File: src/rtl/freq_meter_pkg.sv
// rtl/freq_meter_pkg.sv - shared state encoding and default sizing for freq_meter
package freq_meter_pkg;

    typedef enum logic {
        ST_ACQUIRE = 1'b0,
        ST_MEASURE = 1'b1
    } fm_state_e;

    localparam int FM_W       = 16;
    localparam int FM_TIMEOUT = 1000;

endpackage

File: src/rtl/edge_sync.sv
// rtl/edge_sync.sv - two-flop synchronizer plus delay stage producing rise/fall strobes
module edge_sync (
    input  logic CLK_in,
    input  logic RST,
    input  logic d,
    output logic rise,
    output logic fall
);

    logic s1_q, s2_q, s3_q;
    logic s1_d, s2_d, s3_d;

    always_comb begin
        s1_d = d;
        s2_d = s1_q;
        s3_d = s2_q;
    end

    always_ff @(posedge CLK_in) begin
        if (RST) begin
            s1_q <= 1'b0;
            s2_q <= 1'b0;
            s3_q <= 1'b0;
        end else begin
            s1_q <= s1_d;
            s2_q <= s2_d;
            s3_q <= s3_d;
        end
    end

    assign rise = s2_q & ~s3_q;
    assign fall = ~s2_q & s3_q;

endmodule

File: src/rtl/freq_meter.sv
// rtl/freq_meter.sv - period / high-time meter with valid pulse, lock and sticky timeout
module freq_meter
    import freq_meter_pkg::*;
#(
    parameter int W           = FM_W,
    parameter int TIMEOUT_CYC = FM_TIMEOUT
) (
    input  logic         CLK_in,
    input  logic         RST,
    input  logic         SIG_in,
    output logic [W-1:0] PERIOD,
    output logic [W-1:0] HIGH_CNT,
    output logic         VALID,
    output logic         LOCKED,
    output logic         TIMEOUT
);

    localparam logic [W-1:0] CNT_MAX = {W{1'b1}};
    localparam logic [W:0]   TO_VAL  = (W+1)'(TIMEOUT_CYC);

    logic rise, fall;

    edge_sync u_edge_sync (
        .CLK_in (CLK_in),
        .RST    (RST),
        .d      (SIG_in),
        .rise   (rise),
        .fall   (fall)
    );

    fm_state_e      state_q, state_d;
    logic [W-1:0]   cnt_q, cnt_d;
    logic [W-1:0]   hi_tmp_q, hi_tmp_d;
    logic [W-1:0]   period_q, period_d;
    logic [W-1:0]   high_q, high_d;
    logic           valid_q, valid_d;
    logic           locked_q, locked_d;
    logic           timeout_q, timeout_d;

    logic [W:0]     cnt_inc;
    logic [W-1:0]   cnt_sat;
    logic           timeout_hit;

    // cnt+1 carries an extra bit so a saturated counter never wraps to zero
    assign cnt_inc     = {1'b0, cnt_q} + {{W{1'b0}}, 1'b1};
    assign cnt_sat     = cnt_inc[W] ? CNT_MAX : cnt_inc[W-1:0];
    assign timeout_hit = (cnt_inc == TO_VAL);

    always_comb begin
        state_d   = state_q;
        hi_tmp_d  = hi_tmp_q;
        period_d  = period_q;
        high_d    = high_q;
        valid_d   = 1'b0;
        locked_d  = locked_q;
        timeout_d = timeout_q;

        if (rise) begin
            cnt_d = '0;
        end else if (cnt_q == CNT_MAX) begin
            cnt_d = cnt_q;
        end else begin
            cnt_d = cnt_inc[W-1:0];
        end

        case (state_q)
            ST_ACQUIRE: begin
                if (rise) begin
                    state_d   = ST_MEASURE;
                    timeout_d = 1'b0;
                end else if (timeout_hit) begin
                    timeout_d = 1'b1;
                    locked_d  = 1'b0;
                end
            end
            ST_MEASURE: begin
                if (rise) begin
                    period_d  = cnt_sat;
                    high_d    = hi_tmp_q;
                    valid_d   = 1'b1;
                    locked_d  = (cnt_inc == {1'b0, period_q}) && (hi_tmp_q == high_q);
                    timeout_d = 1'b0;
                end else begin
                    if (fall) begin
                        hi_tmp_d = cnt_sat;
                    end
                    if (timeout_hit) begin
                        timeout_d = 1'b1;
                        locked_d  = 1'b0;
                        state_d   = ST_ACQUIRE;
                    end
                end
            end
            default: begin
                state_d = ST_ACQUIRE;
            end
        endcase
    end

    always_ff @(posedge CLK_in) begin
        if (RST) begin
            state_q   <= ST_ACQUIRE;
            cnt_q     <= '0;
            hi_tmp_q  <= '0;
            period_q  <= '0;
            high_q    <= '0;
            valid_q   <= 1'b0;
            locked_q  <= 1'b0;
            timeout_q <= 1'b0;
        end else begin
            state_q   <= state_d;
            cnt_q     <= cnt_d;
            hi_tmp_q  <= hi_tmp_d;
            period_q  <= period_d;
            high_q    <= high_d;
            valid_q   <= valid_d;
            locked_q  <= locked_d;
            timeout_q <= timeout_d;
        end
    end

    assign PERIOD   = period_q;
    assign HIGH_CNT = high_q;
    assign VALID    = valid_q;
    assign LOCKED   = locked_q;
    assign TIMEOUT  = timeout_q;

endmodule

File: config.mk
export PLATFORM = sky130hd
export DESIGN_NAME = freq_meter
export DESIGN_NICKNAME = d
export VERILOG_FILES = /design/src/rtl/freq_meter_pkg.sv /design/src/rtl/edge_sync.sv /design/src/rtl/freq_meter.sv
export SDC_FILE = /design/constraint.sdc
export NUM_CORES = 1
export LEC_CHECK = 0
export CAP_MARGIN = 5
export CORE_MARGIN = 5
export CORE_UTILIZATION = 56
export DETAILED_ROUTE_END_ITERATION = 10
export PLACE_DENSITY = 0.8
export SYNTH_ARGS = -nofsm -noshare
export SYNTH_HDL_FRONTEND = slang
export SYNTH_HIERARCHICAL = 1
export SYNTH_SLANG_ARGS = --single-unit
File: constraint.sdc
create_clock -name CLK_in -period 2.75 [get_ports CLK_in]
set_input_delay 0.275 -clock CLK_in [delete_from_list [all_inputs] [get_ports CLK_in]]
set_output_delay 0.275 -clock CLK_in [all_outputs]
set_load 0.1 [all_outputs]
# After elaboration in Yosys (flattened, before gate mapping)
# Cells that the tools add are included.
classes:
  addsub: 1
  n_eq_ne: 5
  muxes: 11
  n_bitwise: 6
  reduce_logical: 6
ops:
  columns: ["operator", "count"]
  rows:
  - ["16-bit by 1-bit adder with 17-bit output, second input constant", 1]
  - ["17-bit by 10-bit equality test with 1-bit output, second input constant", 1]
  - ["17-bit by 16-bit equality test with 1-bit output", 1]
  - ["16-bit equality test", 1]
  - ["16-bit equality test, second input constant", 1]
  - ["16-bit two-way mux", 1]
  - ["1-bit two-way mux", 8]
  - ["1-bit NOT", 4]
  - ["1-bit case mux with 2 select lines", 2]
  - ["2-bit OR reduction", 2]
  - ["3-bit AND reduction", 1]
  - ["1-bit bitwise AND", 2]
  - ["2-bit inequality test, second input constant", 1]
  - ["2-bit AND reduction", 1]
  - ["2-bit nonzero test", 1]
  - ["1-bit logical AND", 1]
totals:
  ff_bits: 71
  inputBits: 3
  output_inout_bits: 35
  wordCells: 40

# Longest topological paths before layout
# Gate-level depths: netlist (run 1).
logic_depth:
  depth_word: 5
  mapped_depth: 8
  depth_no_buf: 7

# By module
# Netlist (run 1), hierarchy kept.
by_module_without_submodules:
  columns: ["mod", "n_inst", "cells_per_inst", "area_each_um2", "seq_area_each_um2"]
  rows:
  - ["freq_meter", 1, 382, 3274.4, 1361.3]
  - ["edge_sync", 1, 8, 91.3, 60.1]

# Least setup slack after synthesis (run 1)
# OpenSTA, ideal clock, no wires.
synth_path:
  path_kind: "flip-flop to flip-flop"
  startpoint: "reg high_q[13] (netlist: HIGH_CNT[13])"
  endpoint: "reg locked_q (netlist: LOCKED)"
  arrival_time_ns: 1.992
  setup_slack_ns: 0.671
  path_stages_with_launch: 7
  synth_period_minus_slack_ns: 2.079
  path_cell_list: "dfxtp_1 > xnor2_1 > nand4_1 > nor4_1 > and4_1 > nand4_1 > o31ai_1"
synth_between:
  elab_chain_len: 4
synth_rtl:
  columns: ["element", "line_no", "text"]
  rows:
  - ["start, declared", "freq_meter.sv:35", "logic [W-1:0] high_q, high_d;"]
  - ["start signal, assigned", "freq_meter.sv:115", "high_q <= high_d;"]
  - ["16-bit equality test", "freq_meter.sv:81", "locked_d = (cnt_inc == {1'b0, period_q}) && (hi_tmp_q == high_q);"]
  - ["1-bit logical AND", "freq_meter.sv:81", null]
  - ["1-bit two-way mux", "freq_meter.sv:77", "if (rise) begin"]
  - ["1-bit case mux with 2 select lines", "freq_meter.sv:66", "case (state_q)"]
  - ["end signal, assigned", "freq_meter.sv:117", "locked_q <= locked_d;"]
  - ["end, declared", "freq_meter.sv:37", "logic locked_q, locked_d;"]
# Every way passes these cells.
# A chain may end at the register's enable or synchronous reset.

# Worst setup path after layout (run 1)
layout_path:
  startpoint: "reg cnt_q[1]"
  endpoint: "reg locked_q (netlist: LOCKED)"
layout_between:
  elab_chain_len: 5
  word_cells_on_any_way: 8
  classes_between: "add/sub (1); eq/ne (2); mux (4); reduce/logical (1)"
layout_rtl:
  columns: ["element", "line_no", "text"]
  rows:
  - ["start, declared", "freq_meter.sv:32", "logic [W-1:0] cnt_q, cnt_d;"]
  - ["start signal, assigned", "freq_meter.sv:112", "cnt_q <= cnt_d;"]
  - ["16-bit by 1-bit adder with 17-bit output *", "freq_meter.sv:45", "assign cnt_inc = {1'b0, cnt_q} + {{W{1'b0}}, 1'b1};"]
  - ["17-bit by 10-bit equality test with 1-bit output / 17-bit by 16-bit equality test with 1-bit output (equally long branches)", "freq_meter.sv:47, freq_meter.sv:81", null]
  - ["1-bit two-way mux / 1-bit logical AND (equally long branches)", null, null]
  - ["1-bit two-way mux (on tied branches)", null, null]
  - ["1-bit case mux with 2 select lines *", "freq_meter.sv:66", null]
# Mark *: on every way between the ends. The rest lies on a longest branch, timed or not. The select of a mux whose other input is x is not followed.

==> results.cfg, run 1 <==
[timing]
setup_violations = 0
fmax_mhz = 401
fin_crit_ps = 2490
drv_slew = 0
grt_setup_unrepaired = no
finalHoldViolCount = 0
slew_headroom = 0.602
finClkSkew_ps = 10.2
worstMarginPinSlew_ps = 592
tns_ps = 0
fin_crit_sh = 0.907

[synthesis]
synth_nets = 394
synthTopCellsByCount = dfxtp_1, nor2_1, nand2_1
yosys-top-cells-area = dfxtp_1, nor2_1, a211oi_1, xnor2_1, xor2_1
ys_seq_elements = 71
synth_edf_count = 0
syn_inst = 390
synth_top_area_frac = 0.422
syn_area_um2 = 3370
ys_types = 49
yosysMostFrequentCell = dfxtp_1
async_flop_share = 0
synth_largest_area_cell = dfxtp_1
synth-seq-area-share = 0.422
ys.flop_type = dfxtp_1
ys_warn_count = 6
avgSynthCellArea_um2 = 8.63

[worst_setup_path]
worst_path_max_delay_cell = dfxtp_1
path_buf_inv = 0
crit_chain = ha_2 -> nand3_2 -> o31a_1 -> nor3_4 -> o211ai_1 -> o31ai_1 -> o31ai_1
crit_arrival_ps = 2720
cp_max_fo = 8
worstSetupStartpointType = register
critPathTopFamily = compound AO/OA/AOI/OAI gates
path_class = reg -> reg
cp_slowest_stage_delay_ps = 440
crit_top_cell = o31ai_1
critPathCaptureType = register
cp_data_required_time_ps = 2970

[floorplan]
die-area_um2 = 7660
coreArea_um2 = 5890
row_count = 28
ios = 38
initial_utilization = 0.572
fp.dieW_um = 87.5
die_h_um = 87.5

[power_and_ir_drop]
total_power_w = 0.00199
power_density_nw_per_um2 = 514
ir_drop_uv = 582
power_leakage_nw = 1.47

[detailed_routing]
remaining_drc_errors = 0
viasPerCell = 5.73
wl_per_cell_um = 16.5
drt_iter0_drc = 152
drtPass1Iterations = 5
vias = 2852
wirelength_mm = 8.22
antenna_left = 0

[clocking]
cts_tree = yes
h-tree-depth = 3
clock_sinks = 71
clkTransAtPathRegs_ps = 80
insertion_delay_ps = 350
clk_path_buf_depth = 2
clock-root-buffer = clkbuf_8
numCtsBuffers = 9

[global_routing]
grtUsageTotal = 0.226
grt_first_pass_wirelength_mm = 13.4
gr-total-overflow = 0
grt_max_degree = 32
antenna_found_initial = 0
grt_pass1_vias = 2609

[layout]
n_antenna_cell = 0
syn_to_final_growth_pct = 15.4
fill_cells = 511
drive_gt1_frac = 0.175
final_nets = 422
finalInstanceArea_um2 = 3880

[placed_design]
io_buffer_count = 37
place.gp.congestion = 0.920
post-dp-hpwl_mm = 5.89
placed_cell_area_um2 = 3670

[status]
outcome = finished clean

[flow_run]
max-cap-violations = 0

[min_path]
hp-class = in -> reg
-- area by class of cell --
type                       count  area (um2)  area share
timing repair buffer          45         338      0.0870
sequential                    71        1420       0.366
inverter                       5        18.8     0.00483
multi-input combinational    286        1810       0.466
clock inverter                 6        71.3      0.0184
clock buffer                  10         128      0.0329
tap                           75        93.8      0.0242
-- layout by cell type (no fill, tap or decap), types with 3 or more instances in the layout --
cell      count
dfxtp_1      70
nor4_4        3
clkinv_4      3
xnor2_1      26
a211oi_1     32
buf_4        43
a21oi_1      21
nand3_1       8
nor2_1       66
and3_1        6
nor3_1        5
a31oi_1       3
o31ai_1       3
xor2_1       18
inv_1         5
nand4_1       8
nand2_1      39
nor2b_1      10
nand4b_1      3
clkbuf_8      9
nor4_1        3
-- repair_timing --
action,CTS,global route
hold buffers,0,0
resized for setup,0,3
buffers inserted,0,0
endpoints found under the setup margin,0,1
-- report_power, final --
| group | total (W) | switching [W] | internal [W] |
|---|---|---|---|
| Combinational | 0.000106 | 0.0000740 | 0.0000318 |
| Clock | 0.000837 | 0.000413 | 0.000424 |
| Sequential | 0.00105 | 0.0000138 | 0.00104 |
| Total | 0.00199 | 0.000501 | 0.00149 |
-- final timing paths --
check / from / to / slack (ps) / depth (start not counted)
setup / recovery: cnt_q[1]$_SDFFE_PP0N_ / LOCKED$_SDFFE_PP0P_ / 260 / 7
setup reg to reg: cnt_q[1]$_SDFFE_PP0N_ / LOCKED$_SDFFE_PP0P_ / 260 / 7
hold reg to reg: u_edge_sync/s1_q$_SDFF_PP0_ / u_edge_sync/s2_q$_SDFF_PP0_ / 450 / 1
hold / removal: RST / hi_tmp_q[14]$_SDFFE_PP0P_ / 300 / 2
-- stage by stage --
| step | hold WS [ps] | worst slack [ps] | util | std cells |
|---|---|---|---|---|
| final | 302 | 257 | 0.660 | 498 |
| after global placement | 445 | 216 | 0.624 | 482 |
| after global routing | 304 | 30.8 | 0.660 | 498 |
| after detailed placement | 430 | 148 | 0.624 | 482 |
| after floorplan | 347 | 671 | - | 390 |
| after CTS | 290 | 117 | 0.658 | 498 |
-- kinds of logic (layout without fill, tap and decap cells) --
logic type,after synthesis,in the layout,share of synthesized area
buf+inv,33,66,0.0424
fa+ha+maj,1,1,0.00372
flops,71,71,0.422
compound gates,71,71,0.144
xor+xnor,45,45,0.121
simple gates,166,166,0.257
mux,3,3,0.00929
-- per-layer routing --
layer | share of wire | GRT usage
met5 | 0 | 0
met4 | 0.016 | 0.0823
met3 | 0.054 | 0.0426
met2 | 0.47 | 0.358
met1 | 0.46 | 0.309
-- sequential cells by signal, summed over array words and instances (netlist names) --
signal / count
HIGH_CNT: 16
LOCKED: 1
PERIOD: 16
cnt_q: 16
hi_tmp_q: 16
TIMEOUT: 1
state_q: 1
u_edge_sync/s1_q: 1
u_edge_sync/s3_q: 1
u_edge_sync/s2_q: 1
VALID: 1
Note: power is estimated with default switching activity, not from simulation.
==> inputs of run 2 (changes only) <==
--- a/config.mk
+++ b/config.mk
@@ -7,9 +7,8 @@
 export LEC_CHECK = 0
 export CAP_MARGIN = 5
 export CORE_MARGIN = 5
-export CORE_UTILIZATION = 56
+export CORE_UTILIZATION = 34
 export DETAILED_ROUTE_END_ITERATION = 10
-export PLACE_DENSITY = 0.8
 export SYNTH_ARGS = -nofsm -noshare
 export SYNTH_HDL_FRONTEND = slang
 export SYNTH_HIERARCHICAL = 1
==> results.cfg, run 2 (synthesis results as in run 1) <==
[status]
outcome = finished clean

[worst_setup_path]
path_class = reg -> reg
cp_data_required_time_ps = 2960
crit_arrival_ps = 2760
worstSetupStartpointType = register
critPathCaptureType = register
cp_max_fo = 9

[flow_run]
max-cap-violations = 0

[clocking]
post_cts_buffers = 0
h-tree-depth = 3
numCtsBuffers = 9
post_cts_resized = 0
hold_buffers = 0
insertion_delay_ps = 330
clock_sinks = 71
clk_path_buf_depth = 2
clock-root-buffer = clkbuf_8
cts_tree = yes
clkTransAtPathRegs_ps = 70

[min_path]
hp-class = in -> reg

[layout]
syn_to_final_growth_pct = 18.3
finalInstanceArea_um2 = 3980
final_common_cell = dfxtp_1
drive_gt1_frac = 0.168
final_nets = 421
finish.utilization = 0.409
n_antenna_cell = 0
final_cell_mix = dfxtp_1, nor2_1, buf_4

[global_routing]
gr-total-overflow = 0
grt_first_pass_wirelength_mm = 14.2
grtUsageTotal = 0.153
grt_max_degree = 34
antenna_found_initial = 0
grt_pass1_vias = 2683

[placed_design]
placed_cell_area_um2 = 3750
io_buffer_count = 37
place.gp.congestion = 0.856
post-dp-hpwl_mm = 6.28

[detailed_routing]
antenna_left = 0
vias = 2800
drtPass1Iterations = 5
wl_per_cell_um = 15.9
remaining_drc_errors = 0
viasPerCell = 5.05
drt_iter0_drc = 220
wirelength_mm = 8.82

[power_and_ir_drop]
power_density_nw_per_um2 = 527
total_power_w = 0.00210
combPwrFrac = 0.050
power_frac_seq = 0.501
power.internal_w = 0.00163
ir_drop_uv = 221
p_sw_w = 0.000470
swShare = 0.224
power_leakage_nw = 1.49
power.share.clock = 0.449

[timing]
fmax_mhz = 392
slew_headroom = 0.558
drv_slew = 0
finalHoldViolCount = 0
fin_crit_ps = 2550
fin_crit_sh = 0.927
setup_violations = 0
grt_setup_unrepaired = no
worstMarginPinSlew_ps = 663
finClkSkew_ps = 7.28
tns_ps = 0

[floorplan]
initial_utilization = 0.346
die_h_um = 109
fp.dieW_um = 109
ios = 38
coreArea_um2 = 9730
row_count = 36
die-area_um2 = 12000
## run 2: cell types whose count changed in the layout (fill, tap and decap cells not counted), sizes merged
cell,previous run,this run
bufinv,1,2
clkinvlp,2,0
clkbuf,10,13
clkinv,3,1
buf,44,43
## run 2: metal layers
layer,global-route usage,vias up,wire length (um)
met1,0.211,1320,4110
met3,0.0288,8,450
met5,0,-,0
li1,-,1407,-
met4,0.0329,0,76
met2,0.249,65,4180
## run 2: worst paths after layout
path | startpoint | to | slack [ps] | cells after the start
max | cnt_q[0]$_SDFFE_PP0N_ | LOCKED$_SDFFE_PP0P_ | 200 | 7
min | RST | VALID$_SDFF_PP0_ | 370 | 2
max reg2reg | cnt_q[0]$_SDFFE_PP0N_ | LOCKED$_SDFFE_PP0P_ | 200 | 7
min reg2reg | u_edge_sync/s1_q$_SDFF_PP0_ | u_edge_sync/s2_q$_SDFF_PP0_ | 460 | 1
## run 2: critical path, stage by stage (launching register included)
cell,delay (ps)
dfxtp_1,510
ha_1,350
nand3_2,270
o31a_1,400
nor3_4,280
o211ai_1,230
o31ai_1,270
o31ai_1,110
## run 2: per-stage QoR
stage / worst slack, ps / cells / hold WS, ps
after detailed placement: 140 / 539 / 454
after global routing: 36.2 / 555 / 384
after floorplan: 671 / 390 / 347
after global placement: 220 / 539 / 447
final: 199 / 555 / 374
after CTS: 122 / 555 / 363
## run 2: power groups by stage
stage | sequential [W] | clock (W) | combinational [W]
2_1_floorplan | 0.00109 | 0 | 0.0000598
3_5_place_dp | 0.00108 | 0 | 0.000105
6_report | 0.00105 | 0.000943 | 0.000105
3_3_place_gp | 0.00107 | 0 | 0.000106
4_1_cts | 0.00105 | 0.000962 | 0.000106
5_1_grt | 0.00105 | 0.00100 | 0.000113
## run 2: final cells by class
type / count / area, um2
clock inverters: 3 / 65.1
repair buffers: 44 / 343
inverters: 5 / 18.8
flip-flops and latches: 71 / 1420
multi-input cells: 286 / 1810
fillers: 1032 / 5750
clock buffers: 13 / 159
well taps: 133 / 166
==> inputs of run 3 (changes only) <==
--- a/config.mk
+++ b/config.mk
@@ -13,3 +13,4 @@
 export SYNTH_HDL_FRONTEND = slang
 export SYNTH_HIERARCHICAL = 1
 export SYNTH_SLANG_ARGS = --single-unit
+export TNS_END_PERCENT = 50
==> results of run 3 <==
Final layout, timing and power as in run 2 (identical DEF).
